$ cat src/rtl/mest_pro_collector_pkg.sv
// Shared types and helpers for the mest_pro result collector.
//   collector_state_t : collector FSM encoding
//   entry_width()     : FIFO entry width, {carry, zero, result}
//   checksum_step()   : one rotate-left-by-one then XOR checksum update
package mest_pro_collector_pkg;

    typedef enum logic [1:0] {
        ST_IDLE    = 2'd0,
        ST_COLLECT = 2'd1,
        ST_DRAIN   = 2'd2,
        ST_DONE    = 2'd3
    } collector_state_t;

    // Carry and zero flags ride above the result in every FIFO entry.
    localparam int FLAG_BITS = 2;

    function automatic int entry_width(input int data_width);
        return data_width + FLAG_BITS;
    endfunction

    // Operates on a 64-bit carrier so one function serves any counter width
    // up to 64; the caller truncates the result back to its own width.
    function automatic logic [63:0] checksum_step(input logic [63:0] cur,
                                                  input logic [63:0] res,
                                                  input int          width);
        logic [63:0] mask;
        logic [63:0] rot;
        mask = (width >= 64) ? '1 : ((64'd1 << width) - 64'd1);
        rot  = ((cur << 1) | (cur >> (width - 1))) & mask;
        return rot ^ (res & mask);
    endfunction

endpackage

$ cat src/rtl/mest_pro_result_collector_if.sv
// Drain-side valid/ready stream of the result collector.
//   o_data       : head FIFO entry {carry, zero, result}
//   o_data_valid : FIFO not empty
//   i_data_ready : consumer accepts o_data on this edge
// master = collector, slave = host / scoreboard.
interface mest_pro_result_collector_if
    import mest_pro_collector_pkg::*;
#(
    parameter int DATA_WIDTH = 8
);
    localparam int ENTRY_WIDTH = entry_width(DATA_WIDTH);

    logic [ENTRY_WIDTH-1:0] o_data;
    logic                   o_data_valid;
    logic                   i_data_ready;

    modport master (output o_data, output o_data_valid, input i_data_ready);
    modport slave  (input o_data, input o_data_valid, output i_data_ready);

endinterface

$ cat src/rtl/mest_pro_sync_fifo.sv
// Show-ahead synchronous FIFO with wrap-around pointers (extra MSB).
//   clk, rst   : clock, synchronous active-high reset
//   clear      : synchronous flush, same effect as rst on the pointers
//   push/wdata : write request; accepted when not full or when popping
//   pop/rdata  : read request; rdata shows the head entry, 0 when empty
//   level      : occupancy 0..DEPTH
//   full/empty : occupancy flags
//   pop_ok     : a pop is taken on this edge
module mest_pro_sync_fifo #(
    parameter int WIDTH = 10,
    parameter int DEPTH = 16
) (
    input  logic                     clk,
    input  logic                     rst,
    input  logic                     clear,
    input  logic                     push,
    input  logic [WIDTH-1:0]         wdata,
    input  logic                     pop,
    output logic [WIDTH-1:0]         rdata,
    output logic [$clog2(DEPTH):0]   level,
    output logic                     full,
    output logic                     empty,
    output logic                     pop_ok
);
    localparam int AW = $clog2(DEPTH);

    logic [WIDTH-1:0] mem [DEPTH];
    logic [AW:0]      wr_ptr;
    logic [AW:0]      rd_ptr;
    logic             push_ok;

    assign level   = wr_ptr - rd_ptr;
    assign full    = (level == (AW+1)'(DEPTH));
    assign empty   = (level == '0);
    assign pop_ok  = pop && !empty;
    // When full, the slot being popped is the one written, so the pop frees room.
    assign push_ok = push && (!full || pop_ok);
    // Memory is not reset; gating keeps the head at 0 whenever nothing is buffered.
    assign rdata   = empty ? '0 : mem[rd_ptr[AW-1:0]];

    always_ff @(posedge clk) begin
        if (rst || clear) begin
            wr_ptr <= '0;
            rd_ptr <= '0;
        end else begin
            if (push_ok) wr_ptr <= wr_ptr + 1'b1;
            if (pop_ok)  rd_ptr <= rd_ptr + 1'b1;
        end
    end

    always_ff @(posedge clk) begin
        if (push_ok) mem[wr_ptr[AW-1:0]] <= wdata;
    end

endmodule

$ cat src/rtl/mest_pro_result_collector.sv
// Collects the mest_pro core result stream into a FIFO, keeps a per-run
// result count and rotate-XOR checksum, and drains entries over a
// valid/ready stream. Raises a sticky done once the run ends and the FIFO
// has emptied.
//   clk, i_reset               : clock, synchronous active-high reset
//   i_start                    : begin a new run (clears FIFO and statistics)
//   i_result/i_valid_result    : core result and strobe
//   i_carry/i_zero_flag        : core flags captured with the strobe
//   i_all_done                 : core end of program
//   drain                      : {carry, zero, result} output stream
//   o_count/o_checksum         : per-run statistics
//   o_level/o_overflow/o_done  : FIFO occupancy, sticky drop flag, run complete
//
// state      | meaning
// -----------+-------------------------------------------------------------
// ST_IDLE    | after reset; strobes ignored, waiting for i_start
// ST_COLLECT | strobes pushed into the FIFO, count/checksum updated
// ST_DRAIN   | core finished; strobes ignored, waiting for FIFO to empty
// ST_DONE    | run complete, FIFO empty, o_done high
module mest_pro_result_collector
    import mest_pro_collector_pkg::*;
#(
    parameter int DATA_WIDTH = 8,
    parameter int FIFO_DEPTH = 16,
    parameter int CNT_WIDTH  = 16
) (
    input  logic                          clk,
    input  logic                          i_reset,
    input  logic                          i_start,
    input  logic [DATA_WIDTH-1:0]         i_result,
    input  logic                          i_valid_result,
    input  logic                          i_carry,
    input  logic                          i_zero_flag,
    input  logic                          i_all_done,
    mest_pro_result_collector_if.master   drain,
    output logic [CNT_WIDTH-1:0]          o_count,
    output logic [CNT_WIDTH-1:0]          o_checksum,
    output logic [$clog2(FIFO_DEPTH):0]   o_level,
    output logic                          o_overflow,
    output logic                          o_done
);
    localparam int ENTRY_WIDTH = entry_width(DATA_WIDTH);
    localparam int LW          = $clog2(FIFO_DEPTH) + 1;

    collector_state_t       state_q, state_d;
    logic                   clear_run;
    logic                   accept;
    logic                   drained;
    logic [ENTRY_WIDTH-1:0] fifo_rdata;
    logic [LW-1:0]          fifo_level;
    logic                   fifo_full;
    logic                   fifo_empty;
    logic                   fifo_pop_ok;
    logic [CNT_WIDTH-1:0]   count_q;
    logic [CNT_WIDTH-1:0]   checksum_q;
    logic                   overflow_q;

    mest_pro_sync_fifo #(
        .WIDTH (ENTRY_WIDTH),
        .DEPTH (FIFO_DEPTH)
    ) u_fifo (
        .clk    (clk),
        .rst    (i_reset),
        .clear  (clear_run),
        .push   (accept),
        .wdata  ({i_carry, i_zero_flag, i_result}),
        .pop    (drain.i_data_ready),
        .rdata  (fifo_rdata),
        .level  (fifo_level),
        .full   (fifo_full),
        .empty  (fifo_empty),
        .pop_ok (fifo_pop_ok)
    );

    // Emptiness as it will be after this edge's pop, so DONE follows the last pop directly.
    assign drained = fifo_empty || ((fifo_level == LW'(1)) && fifo_pop_ok);

    always_ff @(posedge clk) begin
        if (i_reset) state_q <= ST_IDLE;
        else         state_q <= state_d;
    end

    always_comb begin
        state_d   = state_q;
        clear_run = 1'b0;
        accept    = 1'b0;
        if (i_start) begin
            state_d   = ST_COLLECT;
            clear_run = 1'b1;
        end else begin
            case (state_q)
                ST_IDLE: ;
                ST_COLLECT: begin
                    accept = i_valid_result;
                    if (i_all_done) state_d = ST_DRAIN;
                end
                ST_DRAIN: begin
                    if (drained) state_d = ST_DONE;
                end
                ST_DONE: ;
                default: state_d = ST_IDLE;
            endcase
        end
    end

    // Count and checksum follow every accepted strobe, dropped or not.
    always_ff @(posedge clk) begin
        if (i_reset || clear_run) begin
            count_q    <= '0;
            checksum_q <= '0;
            overflow_q <= 1'b0;
        end else if (accept) begin
            if (count_q != '1) count_q <= count_q + 1'b1;
            checksum_q <= CNT_WIDTH'(checksum_step(64'(checksum_q), 64'(i_result), CNT_WIDTH));
            if (fifo_full && !fifo_pop_ok) overflow_q <= 1'b1;
        end
    end

    assign drain.o_data       = fifo_rdata;
    assign drain.o_data_valid = !fifo_empty;
    assign o_count            = count_q;
    assign o_checksum         = checksum_q;
    assign o_level            = fifo_level;
    assign o_overflow         = overflow_q;
    assign o_done             = (state_q == ST_DONE);

endmodule

$ cat src/flat_wrapper.sv
// flat-port wrapper written by rule: the top's interface ports become plain ports
module mest_pro_result_collector_flat import mest_pro_collector_pkg::*;
#(
    parameter int DATA_WIDTH = 8,
    parameter int FIFO_DEPTH = 16,
    parameter int CNT_WIDTH  = 16
)
  (clk, i_reset, i_start, i_result, i_valid_result, i_carry, i_zero_flag, i_all_done, o_count, o_checksum, o_level, o_overflow, o_done, drain_o_data, drain_o_data_valid, drain_i_data_ready);
  mest_pro_result_collector_if #(.DATA_WIDTH(DATA_WIDTH)) drain_i ();
  input  logic clk;
  input  logic i_reset;
  input  logic i_start;
  input  logic [DATA_WIDTH-1:0] i_result;
  input  logic i_valid_result;
  input  logic i_carry;
  input  logic i_zero_flag;
  input  logic i_all_done;
  output logic [CNT_WIDTH-1:0] o_count;
  output logic [CNT_WIDTH-1:0] o_checksum;
  output logic [$clog2(FIFO_DEPTH):0] o_level;
  output logic o_overflow;
  output logic o_done;
  output wire logic [$bits(drain_i.o_data)-1:0] drain_o_data;
  output wire logic [$bits(drain_i.o_data_valid)-1:0] drain_o_data_valid;
  input wire logic [$bits(drain_i.i_data_ready)-1:0] drain_i_data_ready;
  assign drain_o_data = drain_i.o_data;
  assign drain_o_data_valid = drain_i.o_data_valid;
  assign drain_i.i_data_ready = drain_i_data_ready;
  mest_pro_result_collector #(.DATA_WIDTH(DATA_WIDTH), .FIFO_DEPTH(FIFO_DEPTH), .CNT_WIDTH(CNT_WIDTH)) u_core (.clk(clk), .i_reset(i_reset), .i_start(i_start), .i_result(i_result), .i_valid_result(i_valid_result), .i_carry(i_carry), .i_zero_flag(i_zero_flag), .i_all_done(i_all_done), .drain(drain_i), .o_count(o_count), .o_checksum(o_checksum), .o_level(o_level), .o_overflow(o_overflow), .o_done(o_done));
endmodule
$ cat config.mk
export PLATFORM = sky130hd
export DESIGN_NAME = mest_pro_result_collector_flat
export DESIGN_NICKNAME = d
export VERILOG_FILES = /design/src/rtl/mest_pro_collector_pkg.sv /design/src/rtl/mest_pro_result_collector_if.sv /design/src/rtl/mest_pro_sync_fifo.sv /design/src/rtl/mest_pro_result_collector.sv /design/src/flat_wrapper.sv
export SDC_FILE = /design/constraint.sdc
export NUM_CORES = 1
export LEC_CHECK = 0
export ABC_AREA = 0
export CELL_PAD_IN_SITES_DETAIL_PLACEMENT = 1
export CELL_PAD_IN_SITES_GLOBAL_PLACEMENT = 2
export CORE_ASPECT_RATIO = 0.9
export CORE_MARGIN = 1
export CORE_UTILIZATION = 35
export CTS_BUF_LIST = sky130_fd_sc_hd__clkbuf_16
export CTS_CLUSTER_DIAMETER = 40
export DETAILED_ROUTE_END_ITERATION = 8
export GPL_ROUTABILITY_DRIVEN = 1
export PLACE_DENSITY_LB_ADDON = 0.1
export SLEW_MARGIN = 20
export SYNTH_ARGS = -nofsm -noshare
export SYNTH_HDL_FRONTEND = slang
export SYNTH_SLANG_ARGS = --single-unit
$ cat constraint.sdc
create_clock -name clk -period 6.25 [get_ports clk]
set_clock_uncertainty 0.15 [all_clocks]
set_input_delay 0.9375 -clock clk [delete_from_list [all_inputs] [get_ports clk]]
set_output_delay 0.9375 -clock clk [all_outputs]
set_load 0.01 [all_outputs]
==> flow_summary.rst, run 1 <==
.. list-table::
   :header-rows: 1

   * - Metric
     - Value
   * - Number of instances in the synthesized netlist
     - 526
   * - Post-synthesis cell area
     - 8550 µm²
   * - Buffers from clock root to sink, at most
     - 3
   * - Slew HR
     - between 30% and 40%
   * - Site Rows
     - 53
   * - Setup repair after global routing missed its margin
     - no
   * - Total of hold buffers inserted after clock tree synthesis
     - 0
   * - Number of placed I/O pins
     - 66
   * - ANT cells
     - 0
   * - Global-route wire length before repair
     - 31300 µm
   * - Clock tree from TritonCTS
     - done
   * - Initial antenna violation count
     - 0
   * - Floorplan die height
     - 150 µm
   * - Time the worst path needs with I/O delays and setup
     - approximately 4.5 ns
   * - Inserted Clock Buffers
     - 34
   * - Syn_area_per_cell
     - approximately 16 µm²
   * - Number of setup violations in the final report
     - 0
   * - Critical R2R Launch
     - u_core.u_fifo.wr_ptr[0]
   * - Cell taking the most area after synthesis
     - sky130_fd_sc_hd__edfxtp_1
   * - CTS H-tree depth
     - 2
   * - Reg-to-reg slack, setup
     - 2.52 ns
   * - Number of nets in the layout
     - around 640
   * - Maximum VDD drop
     - between 150 and 200 µV
   * - Effective utilization at floorplan
     - between 30 and 40%
   * - Reg2reg path depth
     - 9
   * - Sequential share of the synthesized area
     - between 60% and 70%
   * - Number of flops mapped to enable cells by yosys
     - 160
   * - Post-cts resize count
     - 0
   * - Worst hold stages
     - 2
   * - Fraction of registers with async set or reset after synthesis
     - 0%
   * - Final hold violation count
     - 0
   * - Type of the worst setup path
     - flip-flop to output pin
   * - Share of the synthesized area in the top cell type
     - 56.2%
   * - Capturing point of the worst reg2reg path
     - u_core.u_fifo.mem[13][8]
   * - Ratio of cells with drive above 1 in the final layout
     - about 19%
   * - Post-Place Worst Slack
     - 1.80 ns
   * - Core region area
     - 23700 µm²
   * - Endpoint class of the critical path
     - output pin
   * - Leak Pwr
     - 3.44 nW
   * - Count leader, synth
     - sky130_fd_sc_hd__edfxtp_1
   * - Clock transition at path regs
     - 0.05 ns
   * - Required time of the worst setup path
     - between 5 and 6 ns
   * - Via count
     - between 4000 and 5000
   * - Die width
     - around 170 µm
   * - Layout overhead on the synthesized area
     - 25.5%
   * - Number of global-route vias before repair
     - 5097
   * - Final Cycle Share
     - 71.6%
   * - Power per standard cell area
     - 334 nW/µm²
   * - Synth cell types
     - 46
   * - Category of the worst setup path launch point
     - flip-flop
   * - Arrival time reported for the critical path endpoint
     - 3.39 ns
   * - Ratio of routed vias to standard cells
     - approximately 5.2
   * - Maximum fanout along the worst path
     - 11
   * - Number of nets with antenna violations after routing
     - 0
   * - Final estimated routing congestion in global placement
     - 0.736
   * - Worst min-delay path endpoint
     - u_core.o_checksum[13]
   * - Min setup slack post-route
     - about 1.8 ns
   * - Setup bufs post-CTS
     - 0
   * - Highest clock frequency the design can meet
     - 0.223 GHz
   * - Max-slew violations
     - 0
   * - Count of synthesis-stage warnings from yosys
     - 0
   * - Flop and latch count out of synthesis
     - 209
   * - Global router's overall resource usage
     - 17.0%
   * - Detailed-route DRC error count
     - 0
   * - Commonest cells in the netlist
     - sky130_fd_sc_hd__edfxtp_1, sky130_fd_sc_hd__mux4_2, sky130_fd_sc_hd__dfxtp_1, sky130_fd_sc_hd__nand2_1, sky130_fd_sc_hd__nor2_1
   * - Grt total ovfl
     - 0
   * - Root cell of the clock tree
     - sky130_fd_sc_hd__clkbuf_16
   * - Post-Syn Nets
     - 553
   * - Count of TritonRoute iterations in the first routing pass
     - 4
   * - Routed Wire Length
     - about 21000 µm
   * - # clock sinks
     - ~210
   * - Max-Cap Viols
     - 0
   * - Status
     - complete, no violations
   * - Mean routed wirelength per cell
     - 21.9 µm
   * - Latest clock arrival within the worst-skew pair
     - 0.50 ns
   * - Pin count of the biggest net entering global routing
     - 41
   * - Final HPWL DP
     - around 13000 µm
   * - Violation count after the first detailed-routing iteration
     - 290
   * - Area of the die
     - 25000 µm²
   * - Top_reg_cell synth
     - sky130_fd_sc_hd__edfxtp_1
   * - Transition time of the tightest slew-check pin
     - 0.950 ns
   * - Post-route setup TNS
     - 0 ns
   * - Filler Cells Inserted
     - 2296
   * - Biggest area contributors in the synthesized netlist
     - sky130_fd_sc_hd__edfxtp_1, sky130_fd_sc_hd__mux4_2, sky130_fd_sc_hd__dfxtp_1
   * - Port buffer count
     - 65
   * - Hold path startpoint
     - u_core.o_checksum[13]
   * - Worst Hold Class
     - flip-flop to flip-flop
worst max-delay path by stage:
stage | startpoint | to | slack [ns] | cells past startpoint
finish | u_core.u_fifo.wr_ptr[0] | drain_o_data[5] | 1.77 | 10
global route | u_core.u_fifo.wr_ptr[0] | drain_o_data[9] | 1.57 | 10
floorplan | u_core.u_fifo.wr_ptr[0] | drain_o_data[0] | 2.71 | 10
detailed placement | u_core.u_fifo.wr_ptr[0] | drain_o_data[0] | 1.80 | 9
CTS | u_core.u_fifo.wr_ptr[0] | drain_o_data[0] | 1.28 | 9
global placement | u_core.u_fifo.wr_ptr[0] | drain_o_data[7] | 1.87 | 9
state kept, by name, summed over array words and instances, names as in the netlist, named ones only:
signal	count
u_core.u_fifo.mem	160
u_core.o_checksum	16
u_core.o_count	16
u_core.u_fifo.rd_ptr	5
u_core.u_fifo.wr_ptr	5
u_core.state_q	2
u_core.o_overflow	1
through the flow:
step	util [%]	instances	cell area, µm²	power, mW	hold slack (ns)
finish	45.3	937	10700	3.58	0.322
global route	45.3	937	10700	3.69	0.351
global placement	40.2	874	9520	1.68	0.305
CTS	45.3	936	10700	3.63	0.328
detailed placement	40.2	874	9520	1.68	0.318
floorplan	-	526	8550	1.60	0.312
cells in the final DEF, fill, tap and decap left out, types with 12 or more instances in the layout:
| cell type | n |
|---|---|
| sky130_fd_sc_hd__edfxtp_1 | 160 |
| sky130_fd_sc_hd__clkdlybuf4s50_1 | 65 |
| sky130_fd_sc_hd__mux4_2 | 50 |
| sky130_fd_sc_hd__dfxtp_1 | 48 |
| sky130_fd_sc_hd__clkbuf_16 | 37 |
| sky130_fd_sc_hd__nand2_1 | 33 |
| sky130_fd_sc_hd__nor2_1 | 27 |
| sky130_fd_sc_hd__a21oi_1 | 23 |
| sky130_fd_sc_hd__xnor2_1 | 22 |
| sky130_fd_sc_hd__and3_1 | 16 |
| sky130_fd_sc_hd__inv_1 | 13 |
| sky130_fd_sc_hd__nor2b_1 | 12 |
| sky130_fd_sc_hd__a211oi_1 | 12 |
logic make-up (layout without fill, tap and decap cells):
family	Yosys count	count (layout)	share of synthesized area [%]
fa+ha+maj	11	11	1.70
buf+inv	37	146	1.77
compound gates	58	58	4.38
xor+xnor	22	22	2.25
simple gates	135	135	8.56
flops	209	209	67.7
mux	54	54	13.6
routing by layer:
| layer | GRT usage (%) | part of all wire, % | vias up |
|---|---|---|---|
| met3 | 3.42 | 7.5 | 36 |
| met4 | 5.60 | 2.1 | 0 |
| met1 | 23.8 | 44 | 2451 |
| met5 | 0 | 0 | - |
| met2 | 26.7 | 46 | 142 |
| li1 | - | - | 2226 |
power by group:
group          switching, mW  internal [mW]  total, mW  leakage, nW
sequential           0.00851           1.50       1.51         1.83
clock                  0.657           1.28       1.94        0.577
combinational         0.0748         0.0647      0.139         1.03
final cells by class:
| class | instances | area (µm²) | area share (%) |
|---|---|---|---|
| Sequential cell | 209 | 5790 | 54.0 |
| Inverter | 12 | 45.0 | 0.420 |
| Timing Repair Buffer | 72 | 703 | 6.55 |
| Multi-Input combinational cell | 280 | 2620 | 24.4 |
| Clock buffer | 37 | 926 | 8.63 |
| Clock inverter | 25 | 272 | 2.53 |
| Tap cell | 302 | 378 | 3.52 |
critical path, cell delays in order (launching register included):
cell and delay (ns):
sky130_fd_sc_hd__dfxtp_1 0.34, sky130_fd_sc_hd__inv_1 0.14, sky130_fd_sc_hd__ha_1 0.18, sky130_fd_sc_hd__inv_1 0.06
sky130_fd_sc_hd__fa_1 0.45, sky130_fd_sc_hd__and3_4 0.17, sky130_fd_sc_hd__or3_4 0.39, sky130_fd_sc_hd__a221oi_2 0.36
sky130_fd_sc_hd__buf_4 0.25, sky130_fd_sc_hd__nor2b_1 0.06, sky130_fd_sc_hd__clkdlybuf4s50_1 0.47
(Power assumes the default switching activity.)
==> run 2, diff against run 1 <==
==> constraint.sdc (replaced) <==
create_clock -name clk -period 4.45 [get_ports clk]
set_clock_uncertainty 0.15 [all_clocks]
set_input_delay 0.6675 -clock clk [delete_from_list [all_inputs] [get_ports clk]]
set_output_delay 0.6675 -clock clk [all_outputs]
set_load 0.01 [all_outputs]
==> run 2 against run 1 <==
Compared with the run above: global-route usage is 0.99 points lower; setup slack worse by 1.6 ns; critical path depth stayed put; count of clock-buffer cells in the layout is 8 lower; clock power is 14% higher; die area stayed put; sequential power is 40% higher; critical path type unchanged; sequential cell count stayed put; power is 26% higher; sequential share of layout area is 1.2 points higher; largest cell class unchanged; combinational power is 46% higher.
==> flow_summary.rst, run 2 (same netlist as run 1, synthesis figures left out) <==
.. list-table::
   :header-rows: 1

   * - Metric
     - Value
   * - Type of the worst setup path
     - flip-flop to output pin
   * - Total of hold buffers inserted after clock tree synthesis
     - 0
   * - Worst hold stages
     - 2
   * - Highest clock frequency the design can meet
     - ~0.24 GHz
   * - Number of placed I/O pins
     - between 60 and 70
   * - Initial antenna violation count
     - 1
   * - Category of the worst setup path launch point
     - flip-flop
   * - Via count
     - 4807
   * - Slew HR
     - 49.8%
   * - Number of global-route vias before repair
     - between 5000 and 6000
   * - Count of TritonRoute iterations in the first routing pass
     - 4
   * - Layout overhead on the synthesized area
     - 22.8%
   * - Buffers from clock root to sink, at most
     - 3
   * - Post-cts resize count
     - 0
   * - Setup repair after global routing missed its margin
     - no
   * - Endpoint class of the critical path
     - output pin
   * - Post-Place Worst Slack
     - ~0.66 ns
   * - Time the worst path needs with I/O delays and setup
     - between 4 and 5 ns
   * - Global router's overall resource usage
     - between 10% and 20%
   * - Detailed-route DRC error count
     - 0
   * - Port buffer count
     - between 60 and 70
   * - Area of the die
     - 25000 µm²
   * - Violation count after the first detailed-routing iteration
     - between 300 and 400
   * - Most frequent cells in the layout
     - sky130_fd_sc_hd__edfxtp_1, sky130_fd_sc_hd__clkdlybuf4s50_1, sky130_fd_sc_hd__mux4_2
   * - Ratio of cells with drive above 1 in the final layout
     - 18.8%
   * - Site Rows
     - 53
   * - Mean routed wirelength per cell
     - 20.8 µm
   * - Pin count of the biggest net entering global routing
     - 41
   * - Effective utilization at floorplan
     - 36.1%
   * - Clock tree from TritonCTS
     - done
   * - CTS H-tree depth
     - 1
   * - Number of setup violations in the final report
     - 0
   * - Routed Wire Length
     - ~19000 µm
   * - Maximum VDD drop
     - 264 µV
   * - Transition time of the tightest slew-check pin
     - approximately 0.75 ns
   * - Leak Pwr
     - 3.34 nW
   * - Hold WS
     - 0.326 ns
   * - # clock sinks
     - 209
   * - Worst Hold Class
     - flip-flop to flip-flop
   * - Final Cycle Share
     - 95.0%
   * - Global-route wire length before repair
     - 30500 µm
   * - Setup bufs post-CTS
     - 0
   * - Required time of the worst setup path
     - approximately 3.6 ns
   * - Min setup slack post-route
     - 0.222 ns
   * - Status
     - complete, no violations
   * - Final HPWL DP
     - 13100 µm
   * - Grt total ovfl
     - 0
   * - Power per standard cell area
     - 431 nW/µm²
   * - Final hold violation count
     - 0
   * - ANT cells
     - 0
   * - Reg2reg path depth
     - 9
   * - Latest clock arrival within the worst-skew pair
     - 0.53 ns
   * - Ratio of routed vias to standard cells
     - 5.17
   * - Floorplan die height
     - 150 µm
   * - Core region area
     - 23700 µm²
   * - Most common library cell in the layout ignoring fill and taps
     - sky130_fd_sc_hd__edfxtp_1
   * - Max-Cap Viols
     - 0
   * - Max-slew violations
     - 0
   * - Arrival time reported for the critical path endpoint
     - approximately 3.4 ns
   * - Maximum fanout along the worst path
     - 21
   * - Final estimated routing congestion in global placement
     - 0.724
   * - Root cell of the clock tree
     - sky130_fd_sc_hd__clkbuf_16
   * - Die width
     - 167 µm
   * - Number of nets with antenna violations after routing
     - 0
   * - Number of nets in the layout
     - 631
   * - Number of flip-flops in the largest register
     - 160
   * - Clock transition at path regs
     - 0.06 ns
   * - Inserted Clock Buffers
     - 29
   * - Post-route setup TNS
     - 0 ns
   * - Total Power Consumption
     - ~4.5 mW
==> run 2: cell count changes in the layout (fill, tap and decap cells not counted), moves of 2 or more <==
cell | previous run | this run
sky130_fd_sc_hd__inv_8 | 1 | 4
sky130_fd_sc_hd__bufinv_16 | 5 | 1
sky130_fd_sc_hd__inv_6 | 2 | 8
sky130_fd_sc_hd__inv_1 | 13 | 15
sky130_fd_sc_hd__clkinv_1 | 6 | 1
sky130_fd_sc_hd__clkbuf_16 | 37 | 29
sky130_fd_sc_hd__clkinv_2 | 4 | 2
==> run 2: final cells by class <==
| cell class | instances | area, µm² |
|---|---|---|
| Tap cell | 302 | 378 |
| Multi-Input combinational cell | 280 | 2620 |
| Clock buffer | 29 | 726 |
| Sequential cell | 209 | 5790 |
| Timing Repair Buffer | 72 | 716 |
| Clock inverter | 25 | 225 |
| Fill cell | 2313 | 13200 |
| Inverter | 12 | 45.0 |
==> run 2: worst paths after layout <==
path              slack [ns]                 endpoint                     from
setup / recovery        0.22          drain_o_data[3]  u_core.u_fifo.wr_ptr[0]
hold / removal          0.33    u_core.o_checksum[14]    u_core.o_checksum[13]
setup reg to reg        0.68  u_core.u_fifo.mem[5][2]  u_core.u_fifo.wr_ptr[0]
hold reg to reg         0.33    u_core.o_checksum[14]    u_core.o_checksum[13]
==> run 2: where the power goes <==
group	internal (mW)	total (mW)	switching, mW	leakage (nW)
Sequential	2.10	2.11	0.00554	1.83
Combinational	0.0900	0.203	0.113	1.03
Clock	1.29	2.21	0.914	0.469
==> run 2: metrics by stage <==
| step | area, µm² | cells | util [%] |
|---|---|---|---|
| after global routing | 10500 | 929 | 44.3 |
| final | 10500 | 929 | 44.3 |
| after floorplan | 8550 | 526 | - |
| after detailed placement | 9540 | 875 | 40.3 |
| after global placement | 9540 | 875 | 40.3 |
| after CTS | 10500 | 929 | 44.3 |
==> run 2: metal layers <==
layer	wire, µm	vias to the layer above	global-route usage (%)
met4	364	0	4.17
met3	779	32	3.02
met5	0	-	0
met2	8660	102	25.2
met1	9500	2452	23.0
li1	-	2221	-
==> run 2: critical path, cell delays in order (launching register included) <==
cell	delay [ns]
sky130_fd_sc_hd__dfxtp_1	0.35
sky130_fd_sc_hd__inv_1	0.13
sky130_fd_sc_hd__ha_1	0.18
sky130_fd_sc_hd__inv_1	0.06
sky130_fd_sc_hd__fa_1	0.46
sky130_fd_sc_hd__and3_4	0.17
sky130_fd_sc_hd__or3_4	0.40
sky130_fd_sc_hd__a221oi_2	0.28
sky130_fd_sc_hd__buf_4	0.28
sky130_fd_sc_hd__nor2b_1	0.09
sky130_fd_sc_hd__clkdlybuf4s50_1	0.48
